--- config.mk ---
export PLATFORM = sky130hd
export DESIGN_NAME = fetch_sequencer
export DESIGN_NICKNAME = d
export VERILOG_FILES = /design/src/rtl/fetch_sequencer.sv
export SDC_FILE = /design/constraint.sdc
export NUM_CORES = 1
export LEC_CHECK = 0
export BUFFER_PORTS_ARGS = -buffer_cell sky130_fd_sc_hd__buf_2
export CORE_UTILIZATION = 43
export CTS_CLUSTER_DIAMETER = 30
export DETAILED_ROUTE_END_ITERATION = 16
export GPL_TIMING_DRIVEN = 0
export PLACE_DENSITY = 0.82
export SLEW_MARGIN = 20
export SYNTH_ARGS = -nofsm -noshare
export SYNTH_HDL_FRONTEND = slang
export SYNTH_SLANG_ARGS = --single-unit
--- constraint.sdc ---
create_clock -name clk -period 2.2 [get_ports clk]
set_clock_uncertainty 0.1 [all_clocks]
set_input_delay 0.33 -clock clk [delete_from_list [all_inputs] [get_ports clk]]
set_output_delay 0.33 -clock clk [all_outputs]
set_load 0.01 [all_outputs]
--- src/rtl/fetch_sequencer.sv ---
// Instruction-fetch control: sequences PC updates, imem requests and the IF/ID buffer.
// Optional performance counters are enabled with `define FETCH_PERF_EN.
module fetch_sequencer #(
  parameter int unsigned        ADDR_W     = 32,
  parameter logic [ADDR_W-1:0]  RESET_PC   = 32'h0000_0000,
  parameter int unsigned        INST_BYTES = 4,
  parameter int unsigned        MAX_WAIT   = 15
) (
  input  logic              clk,
  input  logic              rst_n,
  input  logic [ADDR_W-1:0] pc_q,
  input  logic              stall,
  input  logic              branch_taken,
  input  logic [ADDR_W-1:0] branch_target,
  input  logic              jump,
  input  logic [ADDR_W-1:0] jump_target,
  input  logic              imem_ready,
  output logic              imem_req,
  output logic              pc_we,
  output logic [ADDR_W-1:0] pc_next,
  output logic              ifid_we,
  output logic              ifid_flush,
  output logic [2:0]        fetch_state,
  output logic              timeout_err
`ifdef FETCH_PERF_EN
  ,
  output logic [31:0]       perf_fetched,
  output logic [31:0]       perf_stalls,
  output logic [31:0]       perf_redirects
`endif
);

  localparam int unsigned       CntW      = $clog2(MAX_WAIT + 1);
  localparam logic [ADDR_W-1:0] AlignMask = ~ADDR_W'(INST_BYTES - 1);

  typedef enum logic [2:0] {
    StBoot     = 3'd0,
    StFetch    = 3'd1,
    StWait     = 3'd2,
    StRedirect = 3'd3,
    StFault    = 3'd4
  } state_e;

  state_e            state_q, state_d;
  logic [CntW-1:0]   wait_cnt_q, wait_cnt_d;
  logic              pend_q, pend_d;
  logic [ADDR_W-1:0] pend_tgt_q, pend_tgt_d;
  logic              timeout_q, timeout_d;

  logic              redir;
  logic [ADDR_W-1:0] redir_tgt;
  logic [ADDR_W-1:0] pc_inc;

  assign redir     = jump | branch_taken;
  assign redir_tgt = (jump ? jump_target : branch_target) & AlignMask;
  assign pc_inc    = pc_q + ADDR_W'(INST_BYTES);

  always_comb begin
    state_d    = state_q;
    wait_cnt_d = wait_cnt_q;
    pend_d     = pend_q;
    pend_tgt_d = pend_tgt_q;
    timeout_d  = timeout_q;
    imem_req   = 1'b0;
    pc_we      = 1'b0;
    pc_next    = pc_inc;
    ifid_we    = 1'b0;
    ifid_flush = 1'b0;

    case (state_q)
      StBoot: begin
        pc_we      = 1'b1;
        pc_next    = RESET_PC;
        ifid_flush = 1'b1;
        state_d    = StFetch;
      end
      StFetch: begin
        imem_req = 1'b1;
        if (redir) begin
          pc_we      = 1'b1;
          pc_next    = redir_tgt;
          ifid_flush = 1'b1;
          state_d    = StRedirect;
        end else if (stall) begin
          state_d = StFetch;
        end else if (imem_ready) begin
          pc_we   = 1'b1;
          ifid_we = 1'b1;
        end else begin
          state_d    = StWait;
          wait_cnt_d = CntW'(1);
        end
      end
      StWait: begin
        imem_req = 1'b1;
        if (imem_ready) begin
          wait_cnt_d = '0;
          pend_d     = 1'b0;
          state_d    = StFetch;
          // A redirect arriving together with ready is treated as already pending.
          if (redir || pend_q) begin
            pc_we      = 1'b1;
            pc_next    = redir ? redir_tgt : pend_tgt_q;
            ifid_flush = 1'b1;
            state_d    = StRedirect;
          end else if (!stall) begin
            pc_we   = 1'b1;
            ifid_we = 1'b1;
          end
        end else if (wait_cnt_q == CntW'(MAX_WAIT)) begin
          timeout_d  = 1'b1;
          wait_cnt_d = '0;
          pend_d     = 1'b0;
          state_d    = StFault;
        end else begin
          wait_cnt_d = wait_cnt_q + CntW'(1);
          if (redir) begin
            pend_d     = 1'b1;
            pend_tgt_d = redir_tgt;
          end
        end
      end
      StRedirect: begin
        ifid_flush = 1'b1;
        state_d    = StFetch;
      end
      StFault: begin
        ifid_flush = 1'b1;
      end
      default: begin
        ifid_flush = 1'b1;
        state_d    = StBoot;
      end
    endcase

    // Outputs are held safe while reset is asserted.
    if (!rst_n) begin
      imem_req   = 1'b0;
      pc_we      = 1'b0;
      ifid_we    = 1'b0;
      ifid_flush = 1'b1;
      pc_next    = RESET_PC;
    end
  end

  always_ff @(posedge clk or negedge rst_n) begin
    if (!rst_n) begin
      state_q    <= StBoot;
      wait_cnt_q <= '0;
      pend_q     <= 1'b0;
      pend_tgt_q <= '0;
      timeout_q  <= 1'b0;
    end else begin
      state_q    <= state_d;
      wait_cnt_q <= wait_cnt_d;
      pend_q     <= pend_d;
      pend_tgt_q <= pend_tgt_d;
      timeout_q  <= timeout_d;
    end
  end

  assign fetch_state = state_q;
  assign timeout_err = timeout_q;

`ifdef FETCH_PERF_EN
  logic [31:0] perf_fetched_q, perf_stalls_q, perf_redirects_q;
  logic        stall_evt;

  assign stall_evt = ((state_q == StFetch) && stall) || (state_q == StWait);

  // Saturating event counters.
  always_ff @(posedge clk or negedge rst_n) begin
    if (!rst_n) begin
      perf_fetched_q   <= '0;
      perf_stalls_q    <= '0;
      perf_redirects_q <= '0;
    end else begin
      if (ifid_we && (perf_fetched_q != '1)) begin
        perf_fetched_q <= perf_fetched_q + 32'd1;
      end
      if (stall_evt && (perf_stalls_q != '1)) begin
        perf_stalls_q <= perf_stalls_q + 32'd1;
      end
      if ((state_d == StRedirect) && (perf_redirects_q != '1)) begin
        perf_redirects_q <= perf_redirects_q + 32'd1;
      end
    end
  end

  assign perf_fetched   = perf_fetched_q;
  assign perf_stalls    = perf_stalls_q;
  assign perf_redirects = perf_redirects_q;
`endif

endmodule

After elaboration in Yosys (flattened, before gate mapping)
Index checks and enable logic that the tools add are counted.
{"block": "totals", "elab_cells": 75, "inputBits": 102, "ff_bits": 41}
{"block": "op_classes", "n_mux": 43, "n_reduce_logical": 11, "eq_ne": 10, "n_bitwise": 4, "add_sub_neg": 2}
{"op": "32-bit two-way mux", "n": 6}
{"op": "32-bit one-hot mux with 3 select lines", "n": 1}
{"op": "32-bit by 3-bit adder with 32-bit output, second input constant", "n": 1}
{"op": "1-bit two-way mux", "n": 20}
{"op": "4-bit two-way mux", "n": 5}
{"op": "3-bit two-way mux", "n": 5}
{"op": "3-bit one-hot mux with 4 select lines", "n": 1}
{"op": "3-bit AND reduction", "n": 3}
{"op": "4-bit one-hot mux with 2 select lines", "n": 1}
{"op": "3-bit by 2-bit == test with 1-bit output, second input constant", "n": 2}
{"op": "2-bit inequality test, second input constant", "n": 3}
{"op": "4-bit by 1-bit adder with 4-bit output, second input constant", "n": 1}
{"op": "4-bit == test, second input constant", "n": 1}
{"op": "4-bit inequality test, second input constant", "n": 1}
{"op": "1-bit one-hot mux with 2 select lines", "n": 2}
{"op": "4-bit AND reduction", "n": 1}
{"op": "2-bit OR reduction", "n": 2}
{"op": "3-bit by 1-bit == test with 1-bit output, second input constant", "n": 1}
{"op": "3-bit == test, second input constant", "n": 1}
{"op": "3-bit logical NOT", "n": 1}
{"op": "3-bit inequality test, second input constant", "n": 1}
{"op": "1-bit NOT", "n": 3}
{"op": "1-bit one-hot mux with 3 select lines", "n": 1}
{"op": "3-bit nonzero test", "n": 1}
{"op": "5 further kinds", "n": 5}

Depth between registers and ports, before layout
{"block": "depth", "ltp_word": 6, "depth_mapped": 8, "mapped_depth_nobuf": 7}

Least setup slack after synthesis
OpenSTA, ideal clock, no wires.
{"block": "synth_timing", "kind": "reg2out", "start": "register state_q[2], in the netlist fetch_state[2]", "end": "output pc_next[13]", "path_slack_ns": -0.164, "arrival_ns": 1.934, "path_stages_with_launch": 8, "path_cell_list": "dfrtp_1 > clkbuf_1 > nor3b_2 > nand2_1 > a21oi_2 > buf_4 > a21oi_1 > o31ai_1"}
{"block": "synth_via", "elab_chain_cells": 3, "word_cells_on_any_way": 5, "cone_classes": "eq/ne (2); mux (2); reduce/logical (1)"}
{"item": "from (decl)", "line_no": "44", "rtl": "state_e state_q, state_d;"}
{"item": "from (signal assigned)", "line_no": "148", "rtl": "state_q <= StBoot;"}
{"item": "from (signal assigned)", "line_no": "154", "rtl": "state_q <= state_d;"}
{"item": "3-bit by 2-bit == test with 1-bit output, or another cell as far along", "line_no": "70", "rtl": "case (state_q)"}
{"item": "32-bit one-hot mux with 3 select lines (*)", "line_no": "70"}
{"item": "32-bit two-way mux (*)", "line_no": "137", "rtl": "if (!rst_n) begin"}
{"item": "to (decl)", "line_no": "20", "rtl": "output logic [ADDR_W-1:0] pc_next,"}
Every way passes the cells marked *; elsewhere a longest branch is shown, timed or not.

Worst setup path in the final report
{"block": "layout_timing", "start": "register state_q[2], in the netlist fetch_state[2]", "end": "output pc_next[19]"}
The elaborated chain is that of the path after synthesis.

==> impl_metrics.env <==
export IMPL_outcome="finished, violations left"
export IMPL_violations="negative setup slack"
export IMPL_io_buffers=135
export IMPL_clk_latency_ns=0.31
export IMPL_ys_seq_area_share_pct=27.48
export IMPL_rsz0062_at_grt="yes"
export IMPL_finalWirelength_um=17150
export IMPL_clockRootBuffer="clkbuf_8"
export IMPL_yosysMostFrequentCell="a21oi_1"
export IMPL_h_tree_depth=2
export IMPL_crit_path_end_kind="output pin"
export IMPL_rows=33
export IMPL_nets=798
export IMPL_via_per_inst=6.578
export IMPL_switchingPower_mw=1.775
export IMPL_cp_data_required_time_ns=1.77
export IMPL_die_h_um=95.18
export IMPL_fillers=656
export IMPL_postLayoutCoreUtil_pct=68.02
export IMPL_ys_top_cells_by_count="60 x a21oi_1, 58 x nor2_1, 56 x o21ai_0, 41 x dfrtp_1, 39 x nand2_1"
export IMPL_dr_pass1_iters=8
export IMPL_wl_per_cell_um=21.43
export IMPL_ant_nets=0
export IMPL_die_area_mm2=0.009059
export IMPL_drive_gt1_share_pct=43.45
export IMPL_syn_nets=611
export IMPL_ys_seq_elements=41
export IMPL_grt_pass1_vias=4889
export IMPL_synth_top_cell_by_area="dfrtp_1"
export IMPL_crit_fanout=10
export IMPL_cts_tree="done"
export IMPL_worst_pin_slew_ns=0.6696
export IMPL_hpwl_um=10900
export IMPL_startpoint_type="flip-flop"
export IMPL_grt_antenna_before_repair=0
export IMPL_fmax_mhz=375.2
export IMPL_final_max_slew_viol_count=0
export IMPL_cts_buffer_depth=2
export IMPL_switching_share_pct=42.22
export IMPL_antenna_cells=0
export IMPL_synth_avg_cell_area_um2=7.364
export IMPL_postLayoutSetupSlackWorst_ns=-0.4650
export IMPL_clkPwrFrac_pct=16.3
export IMPL_synth_area_mm2=0.003734
export IMPL_pwr_share_seq_pct=26.4
export IMPL_cts_buffers=5
export IMPL_synth_edff_count=0
export IMPL_clock_sinks=41
export IMPL_finalCritPeriodShare_pct=121.1
export IMPL_power_density_mw_per_mm2=744.8
export IMPL_hold_viol=0
export IMPL_yosys_area_top_type_share_pct=27.48
export IMPL_slew_headroom_pct=55.31
export IMPL_drt_iter0_drc=714
export IMPL_whs_ns=0.1673
export IMPL_finalPower_mw=4.204
export IMPL_ir_drop_mv=0.4494
export IMPL_die_x_um=95.18
export IMPL_grt_use_total_pct=35.12
export IMPL_p_int_mw=2.429
export IMPL_core_area_mm2=0.008299
export IMPL_area_growth_pct=51.21
export IMPL_ys_top_cells_by_area="dfrtp_1 27%, a21oi_1 8.0%, o21ai_0 7.5%"
export IMPL_p_leak_nw=2.524
export IMPL_synthDistinctLibCells=57
export IMPL_initial_core_util_pct=44.99
export IMPL_pin_count=142
export IMPL_ys_warn_count=0
export IMPL_cap_viol_max_count=0
export IMPL_setup_violations=37
export IMPL_p_comb_share_pct=57.3
export IMPL_syn_inst=507
export IMPL_vias=5262
export IMPL_drc=0
export IMPL_clk_pin_slew_ns=0.09
export IMPL_setup_worst_path_class="reg -> out"
export IMPL_grt_pass1_wl_um=24060
export IMPL_hold_path_class="in -> reg"
export IMPL_period_minus_slack_ns=2.665
export IMPL_gp_congestion=0.9278
export IMPL_cp_data_arrival_time_ns=2.24
export IMPL_async_flop_share_pct=100.0
export IMPL_grt_overflow_total=0
export IMPL_grt_start_max_net_pins=42
export IMPL_synth_ff_type="dfrtp_1"
## through the flow
stage          instances  TNS (ns)  worst slack, ns  instance area [um^2]
2_1_floorplan        507  -0.01452         -0.01452                  3835
3_3_place_gp         747    -29.21           -1.011                  4642
3_5_place_dp         747    -31.09           -1.033                  4642
4_1_cts              778    -11.11          -0.4331                  5246
5_1_grt              800    -15.14          -0.5179                  5645
6_report             800    -13.36          -0.4650                  5645
## layout make-up
class | instances | area, um^2 | area share [%]
Buffer | 35 | 286.5 | 5.075
Tap cell | 105 | 131.4 | 2.327
Multi-Input combinational cell | 423 | 2889 | 51.17
Sequential cell | 41 | 1027 | 18.20
Clock inverter | 1 | 30.03 | 0.5319
Timing Repair Buffer | 182 | 1172 | 20.77
Inverter | 6 | 22.52 | 0.3989
Clock buffer | 7 | 86.33 | 1.529
## per-layer routing
layer | up-vias | track usage, % | part of all wire, %
met5 | - | 0 | 0
met4 | 0 | 19.82 | 6.7
met3 | 123 | 6.459 | 12
met2 | 473 | 57.38 | 45
met1 | 2408 | 43.29 | 36
li1 | 2258 | - | -
## final timing paths
path,depth (start not counted),slack [ns],startpoint,end
max,6,-0.47,fetch_state[2],pc_next[19]
min,3,0.17,jump_target[28],pend_tgt_q[28]
max reg2reg,7,-0.02,fetch_state[2],pend_tgt_q[2]
min reg2reg,1,0.37,timeout_err,timeout_err
max in group asynchronous,3,1.27,rst_n,pend_q
min in group asynchronous,3,0.51,rst_n,pend_tgt_q[10]
## registers in the layout (all words and copies together), names as in the netlist
name         cells
fetch_state      3
timeout_err      1
pend_tgt_q      32
pend_q           1
wait_cnt_q       4
## cell families after synthesis
family / Yosys count / share of synthesized area [%]
compound gates: 201 / 32.71
xor+xnor: 27 / 6.334
fa+ha+maj: 2 / 0.6701
buf+inv: 43 / 5.295
flops: 41 / 27.48
mux: 10 / 2.916
simple gates: 183 / 24.60
## power by group through the flow
stage	Clock, mW	Sequential, mW	Combinational [mW]
3_5_place_dp	0	1.11	1.66
3_3_place_gp	0	1.10	1.63
2_1_floorplan	0	1.08	1.10
4_1_cts	0.664	1.09	1.94
5_1_grt	0.698	1.13	2.55
6_report	0.686	1.11	2.41
## placed cells by master (no fill, tap or decap), drive strengths merged, types with 2 or more instances in the layout
master,instances
nor3,2
nand4,12
inv,5
o21a,3
a311oi,2
a211oi,4
o32ai,6
dfrtp,41
o31ai,12
nor2b,10
a22oi,11
a21oi,61
xnor2,16
o2111ai,2
o21ai,56
or3b,2
mux2,7
a211o,2
a31oi,10
nand2,39
xor2,11
o211ai,2
and3,12
nand2b,10
o22ai,20
nand3,31
nor2,59
clkbuf,24
mux2i,3
a21o,3
ha,2
buf,199
## worst max-delay path, cell delays in order, from the launching register on
cell and delay, ns:
dfrtp_1 0.43, buf_8 0.15, nand2b_1 0.18, a21o_1 0.26, clkbuf_2 0.32, o32ai_2 0.38, buf_2 0.19
## repair_timing
action                                  4_1_cts  5_1_grt
endpoints found under the setup margin       71       65
hold endpoints to repair                     41        0
cloned                                        0        4
setup buffers                                22       22
hold buffers                                  2        0
resized for setup                            85       96
pin swaps                                    29       38
(Power assumes the default switching activity.)
